`config.mk`:
```
export PLATFORM = sky130hd
export DESIGN_NAME = sort_engine_flat
export DESIGN_NICKNAME = d
export VERILOG_FILES = /design/src/rtl/sort_engine_pkg.sv /design/src/rtl/sort_engine_if.sv /design/src/rtl/sort_engine_cmp_swap.sv /design/src/rtl/sort_engine.sv /design/src/flat_wrapper.sv
export SDC_FILE = /design/constraint.sdc
export NUM_CORES = 1
export LEC_CHECK = 0
export BUFFER_PORTS_ARGS = -buffer_cell sky130_fd_sc_hd__buf_2
export CORE_UTILIZATION = 50
export CTS_CLUSTER_SIZE = 10
export DETAILED_ROUTE_END_ITERATION = 8
export PLACE_DENSITY = 0.74
export SLEW_MARGIN = 0
export SYNTH_ARGS = -nofsm -noshare
export SYNTH_HDL_FRONTEND = slang
export SYNTH_SLANG_ARGS = --single-unit
```
`constraint.sdc`:
```
create_clock -name clk -period 2.1 [get_ports clk]
set_clock_uncertainty 0.2 [all_clocks]
set_input_delay 0.21 -clock clk [delete_from_list [all_inputs] [get_ports clk]]
set_output_delay 0.21 -clock clk [all_outputs]
set_load 0.02 [all_outputs]
```
`src/rtl/sort_engine_pkg.sv`:
```
// Shared definitions for the sort engine: FSM encoding and sizing helper.
package sort_engine_pkg;

  typedef enum logic [1:0] {
    ST_IDLE = 2'd0,
    ST_LOAD = 2'd1,
    ST_SORT = 2'd2,
    ST_DONE = 2'd3
  } state_t;

  // Phase counter width: must hold values up to N_ELEM without wrapping.
  function automatic int phase_w(input int n_elem);
    return $clog2(n_elem) + 1;
  endfunction

endpackage

```
`src/rtl/sort_engine_if.sv`:
```
// Valid/ready job and result bus between array producer, sort engine and consumer.
interface sort_engine_if #(
  parameter int N_ELEM = 4,
  parameter int DATA_W = 4,
  parameter int IDX_W  = 4
);
  logic                     in_valid;
  logic                     in_ready;
  logic [N_ELEM*DATA_W-1:0] array_in;
  logic [IDX_W-1:0]         lo_ind;
  logic [IDX_W-1:0]         hi_ind;
  logic                     descend;
  logic                     out_valid;
  logic                     out_ready;
  logic [N_ELEM*DATA_W-1:0] sorted_array;
  logic                     range_err;

  // Producer/consumer side.
  modport master (
    output in_valid, array_in, lo_ind, hi_ind, descend, out_ready,
    input  in_ready, out_valid, sorted_array, range_err
  );

  // Engine side.
  modport slave (
    input  in_valid, array_in, lo_ind, hi_ind, descend, out_ready,
    output in_ready, out_valid, sorted_array, range_err
  );
endinterface

```
`src/rtl/sort_engine_cmp_swap.sv`:
```
// One compare-exchange cell: orders a pair for the requested direction.
module sort_engine_cmp_swap #(
  parameter int DATA_W = 4
) (
  input  logic              descend,
  input  logic [DATA_W-1:0] a,
  input  logic [DATA_W-1:0] b,
  output logic [DATA_W-1:0] lo_out,
  output logic [DATA_W-1:0] hi_out,
  output logic              swapped
);
  // Equal values never swap, which keeps the sort stable.
  always_comb begin
    swapped = descend ? (a < b) : (a > b);
    lo_out  = swapped ? b : a;
    hi_out  = swapped ? a : b;
  end
endmodule

```
`src/rtl/sort_engine.sv`:
```
// Odd-even transposition sorter over a clamped sub-range, one phase per clock.
module sort_engine
  import sort_engine_pkg::*;
#(
  parameter int N_ELEM = 4,
  parameter int DATA_W = 4,
  parameter int IDX_W  = 4
) (
  input logic          clk,
  input logic          rst,
  sort_engine_if.slave bus
);
  localparam int               PW      = phase_w(N_ELEM);
  localparam logic [IDX_W-1:0] MAX_IDX = IDX_W'(N_ELEM - 1);

  state_t                        state_reg, state_next;
  logic [N_ELEM-1:0][DATA_W-1:0] arr_reg, arr_next;
  logic [IDX_W-1:0]              lo_reg, hi_reg;
  logic [PW-1:0]                 len_reg, phase_reg;
  logic                          desc_reg, err_reg, prev_quiet_reg;

  logic                          accept, any_swap, sort_exit;
  logic [IDX_W-1:0]              hi_clamp;
  logic                          cap_err;
  logic [PW-1:0]                 cap_len;
  logic [N_ELEM-2:0]             pair_act, pair_swp;
  logic [N_ELEM-2:0][DATA_W-1:0] pair_lo, pair_hi;

  // Range evaluation of the offered job; an empty range yields length 0.
  always_comb begin
    hi_clamp = (bus.hi_ind > MAX_IDX) ? MAX_IDX : bus.hi_ind;
    cap_err  = (bus.hi_ind > MAX_IDX) || (bus.lo_ind > hi_clamp);
    cap_len  = (bus.lo_ind > hi_clamp) ? '0 :
               PW'({1'b0, hi_clamp} - {1'b0, bus.lo_ind} + (IDX_W+1)'(1));
  end

  // Pair (gi, gi+1) is active when inside the range and its parity matches the phase.
  for (genvar gi = 0; gi < N_ELEM - 1; gi++) begin : g_pair
    localparam logic GI_ODD = ((gi % 2) == 1);
    logic swp;

    sort_engine_cmp_swap #(.DATA_W(DATA_W)) u_cs (
      .descend (desc_reg),
      .a       (arr_reg[gi]),
      .b       (arr_reg[gi+1]),
      .lo_out  (pair_lo[gi]),
      .hi_out  (pair_hi[gi]),
      .swapped (swp)
    );

    assign pair_act[gi] = !(lo_reg > IDX_W'(gi)) && !(IDX_W'(gi + 1) > hi_reg) &&
                          ((lo_reg[0] ^ phase_reg[0]) == GI_ODD);
    assign pair_swp[gi] = pair_act[gi] & swp;
  end

  // Each element takes the result of the active pair covering it, else holds.
  for (genvar gi = 0; gi < N_ELEM; gi++) begin : g_elem
    if (gi == 0) begin : g_first
      assign arr_next[gi] = pair_act[0] ? pair_lo[0] : arr_reg[gi];
    end else if (gi == N_ELEM - 1) begin : g_last
      assign arr_next[gi] = pair_act[gi-1] ? pair_hi[gi-1] : arr_reg[gi];
    end else begin : g_mid
      assign arr_next[gi] = pair_act[gi-1] ? pair_hi[gi-1] :
                            (pair_act[gi] ? pair_lo[gi] : arr_reg[gi]);
    end
  end

  assign any_swap  = |pair_swp;
  assign sort_exit = (phase_reg + PW'(1) == len_reg) ||
                     ((phase_reg != '0) && prev_quiet_reg && !any_swap);
  assign accept    = (state_reg == ST_IDLE) && bus.in_valid;

  assign bus.sorted_array = arr_reg;
  assign bus.range_err    = err_reg && (state_reg == ST_DONE);

  // State register.
  always_ff @(posedge clk or posedge rst) begin
    if (rst) state_reg <= ST_IDLE;
    else     state_reg <= state_next;
  end

  // Next-state and handshake outputs.
  always_comb begin
    state_next    = state_reg;
    bus.in_ready  = 1'b0;
    bus.out_valid = 1'b0;
    case (state_reg)
      ST_IDLE: begin
        bus.in_ready = 1'b1;
        if (bus.in_valid) state_next = ST_LOAD;
      end
      ST_LOAD: state_next = (len_reg <= PW'(1)) ? ST_DONE : ST_SORT;
      ST_SORT: if (sort_exit) state_next = ST_DONE;
      ST_DONE: begin
        bus.out_valid = 1'b1;
        if (bus.out_ready) state_next = ST_IDLE;
      end
      default: state_next = ST_IDLE;
    endcase
  end

  // Job capture and one compare-exchange phase per SORT cycle.
  always_ff @(posedge clk or posedge rst) begin
    if (rst) begin
      arr_reg        <= '0;
      lo_reg         <= '0;
      hi_reg         <= '0;
      len_reg        <= '0;
      phase_reg      <= '0;
      desc_reg       <= 1'b0;
      err_reg        <= 1'b0;
      prev_quiet_reg <= 1'b0;
    end else if (accept) begin
      arr_reg        <= bus.array_in;
      lo_reg         <= bus.lo_ind;
      hi_reg         <= hi_clamp;
      len_reg        <= cap_len;
      phase_reg      <= '0;
      desc_reg       <= bus.descend;
      err_reg        <= cap_err;
      prev_quiet_reg <= 1'b0;
    end else if (state_reg == ST_SORT) begin
      arr_reg        <= arr_next;
      phase_reg      <= phase_reg + PW'(1);
      prev_quiet_reg <= !any_swap;
    end
  end
endmodule
```
`src/flat_wrapper.sv`:
```
// flat-port wrapper written by rule: the top's interface ports become plain ports
module sort_engine_flat import sort_engine_pkg::*;
#(
  parameter int N_ELEM = 4,
  parameter int DATA_W = 4,
  parameter int IDX_W  = 4
)
  (clk, rst, bus_in_valid, bus_array_in, bus_lo_ind, bus_hi_ind, bus_descend, bus_out_ready, bus_in_ready, bus_out_valid, bus_sorted_array, bus_range_err);
  sort_engine_if #(.N_ELEM(N_ELEM), .DATA_W(DATA_W), .IDX_W(IDX_W)) bus_i ();
  input logic clk;
  input logic rst;
  input wire logic [$bits(bus_i.in_valid)-1:0] bus_in_valid;
  input wire logic [$bits(bus_i.array_in)-1:0] bus_array_in;
  input wire logic [$bits(bus_i.lo_ind)-1:0] bus_lo_ind;
  input wire logic [$bits(bus_i.hi_ind)-1:0] bus_hi_ind;
  input wire logic [$bits(bus_i.descend)-1:0] bus_descend;
  input wire logic [$bits(bus_i.out_ready)-1:0] bus_out_ready;
  output wire logic [$bits(bus_i.in_ready)-1:0] bus_in_ready;
  output wire logic [$bits(bus_i.out_valid)-1:0] bus_out_valid;
  output wire logic [$bits(bus_i.sorted_array)-1:0] bus_sorted_array;
  output wire logic [$bits(bus_i.range_err)-1:0] bus_range_err;
  assign bus_i.in_valid = bus_in_valid;
  assign bus_i.array_in = bus_array_in;
  assign bus_i.lo_ind = bus_lo_ind;
  assign bus_i.hi_ind = bus_hi_ind;
  assign bus_i.descend = bus_descend;
  assign bus_i.out_ready = bus_out_ready;
  assign bus_in_ready = bus_i.in_ready;
  assign bus_out_valid = bus_i.out_valid;
  assign bus_sorted_array = bus_i.sorted_array;
  assign bus_range_err = bus_i.range_err;
  sort_engine #(.N_ELEM(N_ELEM), .DATA_W(DATA_W), .IDX_W(IDX_W)) u_core (.clk(clk), .rst(rst), .bus(bus_i));
endmodule
```
==> impl_metrics.env <==
export IMPL_status="complete, but fails checks"
export IMPL_violations="negative setup slack"
export IMPL_slew_headroom_pct=59.8
export IMPL_cap_violations=0
export IMPL_routed_wl_um=6730
export IMPL_worst_slew_pin_slew_ps=597
export IMPL_die_x_um=71.7
export IMPL_mappedNetlistArea_sq_um=2430
export IMPL_io_pins=48
export IMPL_vias_per_cell=5.60
export IMPL_grt_pass1_wl_um=10400
export IMPL_die_h_um=71.7
export IMPL_cts_sinks=35
export IMPL_yosysWarnings=0
export IMPL_clkLatencyLatePin_ps=300
export IMPL_cp_max_fo=3
export IMPL_critPathCaptureType="flip-flop"
export IMPL_power_leakage_nw=1.79
export IMPL_arrival_ps=2470
export IMPL_grt_usage_pct=26.6
export IMPL_final_common_cell="buf_4"
export IMPL_tritoncts="done"
export IMPL_clock_root_buffer="clkbuf_8"
export IMPL_place_inst=400
export IMPL_placed_area_sq_um=3140
export IMPL_finalSetupViolCount=19
export IMPL_min_period_ps=2500
export IMPL_setup_ws_ps=-395
export IMPL_place_hpwl_um=4580
export IMPL_hold_viol=0
export IMPL_synth_edff_count=0
export IMPL_drcViolationCount=0
export IMPL_postSynth_asyncResetShare_pct=100
export IMPL_num_nets_final=425
export IMPL_synth_area_leaders="dfrtp_1 36%, ha_1 12%, mux2i_1 6.6%"
export IMPL_design_area_sq_um=3540
export IMPL_multi_input_area_sq_um=1630
export IMPL_rows=24
export IMPL_cts_buffers=5
export IMPL_power_density_nw_per_um2=1590
export IMPL_grt_max_degree=36
export IMPL_yosys_register_bits=35
export IMPL_regArea_sq_um=885
export IMPL_synth_top_area_share_pct=36.1
export IMPL_rsz0062_at_grt="yes"
export IMPL_post_route_period_util_pct=119
export IMPL_synth_avg_cell_area_sq_um=9.45
export IMPL_yosysTopAreaCell="dfrtp_1"
export IMPL_final_util_pct=78.6
export IMPL_place_congestion=0.816
export IMPL_synth_main_ff_cell="dfrtp_1"
export IMPL_h_tree_depth=2
export IMPL_core_area_sq_um=4500
export IMPL_area_growth_pct=45.9
export IMPL_required_ps=2080
export IMPL_overflow=0
export IMPL_ant_nets=0
export IMPL_finalPower_mw=5.64
export IMPL_final_cells=425
export IMPL_vias=2381
export IMPL_syn_inst=257
export IMPL_dr_pass1_iters=4
export IMPL_antenna_cells=0
export IMPL_drv_slew=0
export IMPL_ys_seq_area_share_pct=36.1
export IMPL_grt_pass1_vias=2329
export IMPL_fill_cells=314
export IMPL_drtIter0Drc=109
export IMPL_startpoint_type="flip-flop"
export IMPL_clk_path_buf_depth=2
export IMPL_start_util_pct=53.9
export IMPL_worstHoldPathType="input pin to flip-flop"
export IMPL_ys_types=45
export IMPL_critical_path_class="flip-flop to flip-flop"
export IMPL_portBuffers=47
export IMPL_fmax_mhz=401
export IMPL_largest_reg_flops=16
export IMPL_path_clk_slew_ps=70
export IMPL_drive_gt1_share_pct=43.4
export IMPL_final_cell_mix="53 x buf_4, 47 x buf_2, 34 x nand2_1"
export IMPL_wl_per_cell_um=15.8
export IMPL_fp_dieArea_sq_um=5140
export IMPL_vdd_drop_max_mv=0.872
export IMPL_grt_antenna_before_repair=0
[power by group]
part	total [mW]	switching, mW	internal, mW
clock	0.486	0.255	0.232
sequential	1.27	0.273	0.997
combinational	3.89	1.93	1.96
total	5.64	2.45	3.19
[worst paths after layout]
path / to / cells after the start / slack [ps] / startpoint
setup / recovery: u_core.state_reg[1]$_DFFE_PP0P_ / 9 / -400 / u_core.bus.sorted_array[9]$_DFFE_PP0P_
hold / removal: u_core.err_reg$_DFFE_PP0P_ / 3 / 20 / bus_hi_ind[2]
setup reg to reg: u_core.state_reg[1]$_DFFE_PP0P_ / 9 / -400 / u_core.bus.sorted_array[9]$_DFFE_PP0P_
hold reg to reg: u_core.len_reg[0]$_DFFE_PP0P_ / 1 / 340 / u_core.len_reg[0]$_DFFE_PP0P_
max in group asynchronous: u_core.bus.sorted_array[9]$_DFFE_PP0P_ / 4 / 980 / rst
min in group asynchronous: u_core.phase_reg[0]$_DFFE_PP0P_ / 4 / 370 / rst
[cells by family after synthesis]
group / synth area share, %
AOI/OAI and AO/OA: 14.6
other: 0.154
muxes: 11.2
DFF: 36.1
buffers and inverters: 4.95
and+or+nand+nor: 17.6
xor gates and xnor gates: 3.09
adders and majority gates: 12.4
[metal layers]
layer  vias to the layer above  global-route usage (%)  share of wire (%)
li1                       1138                       -                  -
met1                      1159                    31.1                 41
met2                        67                    48.8                 53
met3                        17                    4.08                3.6
met4                         0                    10.0                2.5
met5                         -                       0                  0
[synth_stat cells (all sizes together) (3+ instances only)]
cell and n:
a211oi 3, a21o 4, a21oi 9, a22o 3, a41o 4, and2 4, clkbuf 5, dfrtp 35
ha 24, inv 23, mux2 10, mux2i 16, nand2 34, nand3 7, nor2 12, nor2b 3
nor3 7, o211ai 7, o21ai 13, or3 4, or4 4, xnor2 3, xor2 3
[per-stage QoR]
step                TNS, ps  hold slack, ps  setup WS [ps]
global route          -7860            38.1           -456
global placement      -3210             134           -225
detailed placement    -3940             138           -273
CTS                   -3700            5.08           -297
floorplan             -2470             115           -204
finish                -6330            15.4           -395
[worst max-delay path, cell delays in order (launching register included)]
cell and delay, ps:
dfrtp_2 430, buf_6 130, ha_4 230, nor2b_1 130, o211ai_1 230, buf_4 170, nand3_4 80, a21o_1 190
a41o_1 280, mux2_4 310
[layout make-up]
| class | instances | area share, % |
|---|---|---|
| multi-input combinational | 193 | 46.1 |
| sequential | 35 | 25.0 |
| clock buffer | 6 | 2.05 |
| tap | 52 | 1.84 |
| timing repair buffer | 114 | 22.3 |
| clock inverter | 2 | 0.353 |
| inverter | 23 | 2.44 |
[timing repair]
action,CTS,global route
cloned,0,0
pin swaps,7,15
hold buffers,9,0
hold endpoints to repair,43,0
setup buffers,3,7
endpoints found under the setup margin,19,23
resized for setup,10,22
No activity file was read; power rests on OpenSTA's default activity.
